===== config.mk =====
export PLATFORM = sky130hd
export DESIGN_NAME = clock_divide_prog
export DESIGN_NICKNAME = d
export VERILOG_FILES = /design/src/rtl/clock_divide_prog.sv
export SDC_FILE = /design/constraint.sdc
export NUM_CORES = 1
export LEC_CHECK = 0
export BUFFER_PORTS_ARGS = -buffer_cell sky130_fd_sc_hd__buf_2
export CAP_MARGIN = 30
export CORE_ASPECT_RATIO = 1.25
export CORE_MARGIN = 10
export CORE_UTILIZATION = 51
export DETAILED_ROUTE_END_ITERATION = 8
export GPL_ROUTABILITY_DRIVEN = 0
export MAX_ROUTING_LAYER = met4
export PLACE_DENSITY_LB_ADDON = 0.05
export SLEW_MARGIN = 20
export SYNTH_ARGS = -nofsm -noshare
export SYNTH_HDL_FRONTEND = slang
export SYNTH_SLANG_ARGS = --single-unit

===== constraint.sdc =====
create_clock -name clk -period 2.05 [get_ports clk]
set_input_delay 0.41 -clock clk [delete_from_list [all_inputs] [get_ports clk]]
set_output_delay 0.41 -clock clk [all_outputs]
set_load 0.005 [all_outputs]

===== src/rtl/clock_divide_prog.sv =====
// Runtime-programmable integer clock divider with exact 50% duty.
// Odd divisors add a half-cycle negedge term; reloads land on period boundaries.
module clock_divide_prog #(
  parameter int WIDTH     = 8,
  parameter int RESET_DIV = 2
) (
  input  logic             clk,
  input  logic             rst,
  input  logic             en,
  input  logic [WIDTH-1:0] div_in,
  input  logic             div_load,
  output logic             clk_out,
  output logic             tick,
  output logic [WIDTH-1:0] div_cur,
  output logic             pend,
  output logic             cfg_err
);

  typedef enum logic {
    S_IDLE,
    S_RUN
  } state_t;

  localparam logic [WIDTH-1:0] DIV_MIN = WIDTH'(2);
  localparam logic [WIDTH-1:0] DIV_RST = WIDTH'(RESET_DIV);

  state_t           r_state;
  logic [WIDTH-1:0] r_cnt;
  logic [WIDTH-1:0] r_div_cur;
  logic [WIDTH-1:0] r_pend_div;
  logic             r_pend;
  logic             r_cfg_err;
  logic             r_pos;
  logic             r_neg;
  logic             r_tick;

  logic             w_bad;
  logic [WIDTH-1:0] w_load_val;
  logic [WIDTH-1:0] w_half;
  logic [WIDTH-1:0] w_cnt_inc;
  logic             w_last;
  logic [WIDTH-1:0] w_next_div;

  assign w_bad      = div_in < DIV_MIN;
  assign w_load_val = w_bad ? DIV_MIN : div_in;
  // floor(N/2) is H for both even and odd N
  assign w_half     = r_div_cur >> 1;
  assign w_cnt_inc  = r_cnt + 1'b1;
  assign w_last     = r_cnt == (r_div_cur - 1'b1);
  assign w_next_div = div_load ? w_load_val :
                      r_pend   ? r_pend_div : r_div_cur;

  always_ff @(posedge clk or negedge rst) begin
    if (!rst) begin
      r_state    <= S_IDLE;
      r_cnt      <= '0;
      r_div_cur  <= DIV_RST;
      r_pend_div <= DIV_RST;
      r_pend     <= 1'b0;
      r_cfg_err  <= 1'b0;
      r_pos      <= 1'b0;
      r_tick     <= 1'b0;
    end else begin
      if (div_load) begin
        r_cfg_err <= w_bad;
      end
      unique case (r_state)
        S_IDLE: begin
          r_cnt  <= '0;
          r_pend <= 1'b0;
          if (div_load) begin
            r_div_cur <= w_load_val;
          end
          if (en) begin
            r_state <= S_RUN;
            r_pos   <= 1'b1;
            r_tick  <= 1'b1;
          end else begin
            r_pos  <= 1'b0;
            r_tick <= 1'b0;
          end
        end
        S_RUN: begin
          if (!w_last) begin
            r_cnt  <= w_cnt_inc;
            r_pos  <= w_cnt_inc < w_half;
            r_tick <= 1'b0;
            if (div_load) begin
              r_pend_div <= w_load_val;
              r_pend     <= 1'b1;
            end
          end else begin
            // boundary: a same-edge load beats the pending value
            r_div_cur <= w_next_div;
            r_pend    <= 1'b0;
            r_cnt     <= '0;
            if (en) begin
              r_pos  <= 1'b1;
              r_tick <= 1'b1;
            end else begin
              r_state <= S_IDLE;
              r_pos   <= 1'b0;
              r_tick  <= 1'b0;
            end
          end
        end
        default: begin
          r_state <= S_IDLE;
        end
      endcase
    end
  end

  always_ff @(negedge clk or negedge rst) begin
    if (!rst) begin
      r_neg <= 1'b0;
    end else begin
      r_neg <= r_pos;
    end
  end

  assign clk_out = r_div_cur[0] ? (r_pos | r_neg) : r_pos;
  assign tick    = r_tick;
  assign div_cur = r_div_cur;
  assign pend    = r_pend;
  assign cfg_err = r_cfg_err;

endmodule


==> flow_summary.json <==
{
  "status": "complete, but fails checks",
  "violations": "setup timing",
  "drive_gt1_share_pct": 49.5,
  "worstSetupEndpointType": "output port",
  "first_iter_violations": 61,
  "die_width_um": 71.4,
  "yosysUniqueCellTypes": 39,
  "regToRegEndpoint": "r_pend_div[2]",
  "synth_seq_cells": 30,
  "yosysSeqAreaShare_pct": 44.7,
  "die_area_mm2": 0.00602,
  "yosys-top-cells-area": "dfrtp_1 (40%), mux2i_1 (8.3%), mux2_2 (7.3%)",
  "dr.pass1.iters": 4,
  "grt_usage_pct": 15.1,
  "arrival_ns": 1.90,
  "finClkSkew_ns": 0.00959,
  "portBuffers": 23,
  "power.density_mw_per_mm2": 1530,
  "vdd_drop_max_v": 0.00129,
  "finalSetupViolations": 18,
  "top_level_ports": 24,
  "reg2reg_slack_ns": -0.20,
  "critPathKind": "flop to output port",
  "nets": 227,
  "synth_most_common_cell": "dfrtp_1",
  "syn_avg_cell_area_um2": 11.4,
  "cts_tree": "yes",
  "fp.dieH_um": 84.3,
  "yosysWarnings": 0,
  "holdCritPathClass": "input pin to async pin",
  "layoutNonFillerInstCount": 245,
  "max-clock-path-buffers": 2,
  "relSlewSlack_pct": 66.9,
  "cap_viol_max_count": 0,
  "insertion_delay_ns": 0.29,
  "drc": 0,
  "syn_nets": 168,
  "hold_viol": 0,
  "cts_hold_buf": 0,
  "synth_top_area_share_pct": 40.1,
  "worst_pin_slew_ns": 0.492,
  "maxSlewViolCount": 0,
  "synthCells": 148,
  "netSwitchingFraction_pct": 39.9,
  "wl_um": 4370,
  "wire_per_inst_um": 17.8,
  "grt_max_degree": 30,
  "ant_nets": 0,
  "crit_required_ns": 1.64,
  "p_int_mw": 2.22,
  "dp_cells": 229,
  "p_seq_share_pct": 27.3,
  "antennaDiodeCount": 0,
  "post-route-util_pct": 75.9,
  "syn_to_final_growth_pct": 43.8,
  "synth_edf_count": 0,
  "power_leakage_nw": 1.17,
  "grt_pass1_wl_um": 7090,
  "place.detailed.hpwl_um": 3320,
  "pwr-share-comb_pct": 60.5,
  "vias": 1325,
  "cts_made_buffers": 5,
  "initial_core_util_pct": 52.8,
  "synth_commonest_cells": "dfrtp_1 (27), mux2i_1 (14), mux2_2 (11), xnor2_1 (11), inv_1 (10)",
  "cts.clk_slew.worst_paths_ns": 0.06,
  "grt_pass1_vias": 1511,
  "reg2reg_from": "div_cur[1]",
  "reg2regPathDepth": 8,
  "grt_antenna_before_repair": 0,
  "ys.flop_type": "dfrtp_1",
  "htree_levels": 2,
  "postSynth.asyncResetShare_pct": 100,
  "p_switching_mw": 1.48,
  "vias_per_cell": 5.41,
  "crit_fanout": 1,
  "setup_ws_ns": -0.262,
  "syn-cell-area_mm2": 0.00169,
  "pwr-share-clk_pct": 12.2,
  "cts-root-buf": "clkbuf_8",
  "grt_overflow_total": 0,
  "critPathLaunchType": "flop",
  "yosysTopAreaCell": "dfrtp_1",
  "setup.worst_path.start": "r_neg",
  "rsz0062_at_grt": "yes",
  "cts.sinks": 30,
  "row_count": 23,
  "core-area_mm2": 0.00319
}
worst max-delay path, cell delays in order, from the launching register on:
cell	delay [ns]
dfrtn_1	0.33
a21o_1	0.15
buf_2	0.12
cells in the final DEF, fill, tap and decap left out, types with 3 or more instances in the layout:
master,Yosys,final
mux2_4,1,9
inv_1,10,8
xor2_1,6,5
xnor2_1,11,8
clkbuf_8,0,5
mux2i_1,14,14
dfrtp_1,27,26
buf_2,1,23
ha_1,8,5
nand3_2,0,4
nor2_1,9,9
buf_4,0,22
xnor2_2,0,3
clkbuf_1,0,3
ha_4,0,3
nor2b_1,6,6
buf_6,1,7
mux2_2,11,3
layout make-up:
| cell class | instances | area, um2 |
|---|---|---|
| Multi-Input combinational cell | 106 | 1100 |
| Sequential cell | 30 | 754 |
| Timing Repair Buffer | 54 | 399 |
| Clock buffer | 8 | 80.1 |
| Inverter | 10 | 41.3 |
| Fill cell | 225 | 768 |
| Tap cell | 37 | 46.3 |
power by group through the flow:
| stage | clock, mW | sequential, mW | combinational [mW] |
|---|---|---|---|
| finish | 0.452 | 1.01 | 2.24 |
| detailed placement | 0 | 0.982 | 1.73 |
| CTS | 0.462 | 0.990 | 1.95 |
| floorplan | 0 | 1.00 | 1.05 |
| global placement | 0 | 0.967 | 1.66 |
| global route | 0.493 | 1.04 | 2.43 |
layer usage:
| layer | vias up | global-route usage, % | wire [um] |
|---|---|---|---|
| li1 | 637 | - | - |
| met1 | 661 | 14.8 | 1730 |
| met2 | 19 | 27.3 | 2460 |
| met3 | 8 | 3.18 | 93 |
| met4 | 0 | 6.70 | 87 |
| met5 | - | - | 0 |
state kept, by name, indices dropped and copies added (netlist names):
name,cells
r_cnt,8
r_neg,1
cfg_err,1
r_state,1
r_pos,1
pend,1
div_cur,8
tick,1
r_pend_div,8
cell families (layout without fill, tap and decap cells):
| kind of cell | after synthesis | in the layout | share of synthesized area [%] |
|---|---|---|---|
| AO/OA/AOI/OAI | 16 | 16 | 7.42 |
| adder cells (fa/ha/maj) | 8 | 8 | 5.93 |
| flip-flops | 30 | 30 | 44.7 |
| buffers and inverters | 12 | 72 | 3.19 |
| AND/OR/NAND/NOR | 39 | 39 | 13.4 |
| multiplexers | 26 | 26 | 16.5 |
| XOR/XNOR | 17 | 17 | 8.83 |
stage by stage:
stage	setup WS [ns]	total power [mW]	hold slack (ns)	cell area (um2)	setup TNS [ns]
2_1_floorplan	-0.159	2.05	0.114	1750	-1.53
3_3_place_gp	-0.184	2.63	0.486	2070	-3.04
3_5_place_dp	-0.289	2.71	0.495	2070	-4.87
4_1_cts	-0.273	3.40	0.193	2280	-2.07
5_1_grt	-0.291	3.96	0.212	2430	-4.04
6_report	-0.262	3.70	0.178	2430	-2.89
timing repair:
item	4_1_cts	5_1_grt
endpoints found under the setup margin	29	29
gates cloned	0	0
pin swaps	12	11
setup buffers	5	3
resized for setup	18	17
worst max path at each step:
stage                         end  slack (ns)  cells after the start
CTS                       clk_out       -0.27                      2
finish                    clk_out       -0.26                      2
detailed placement  r_pend_div[4]       -0.29                      7
global placement    r_pend_div[3]       -0.18                      7
floorplan           r_pend_div[0]       -0.16                      7
global route              clk_out       -0.29                      2
(Power assumes the default switching activity.)
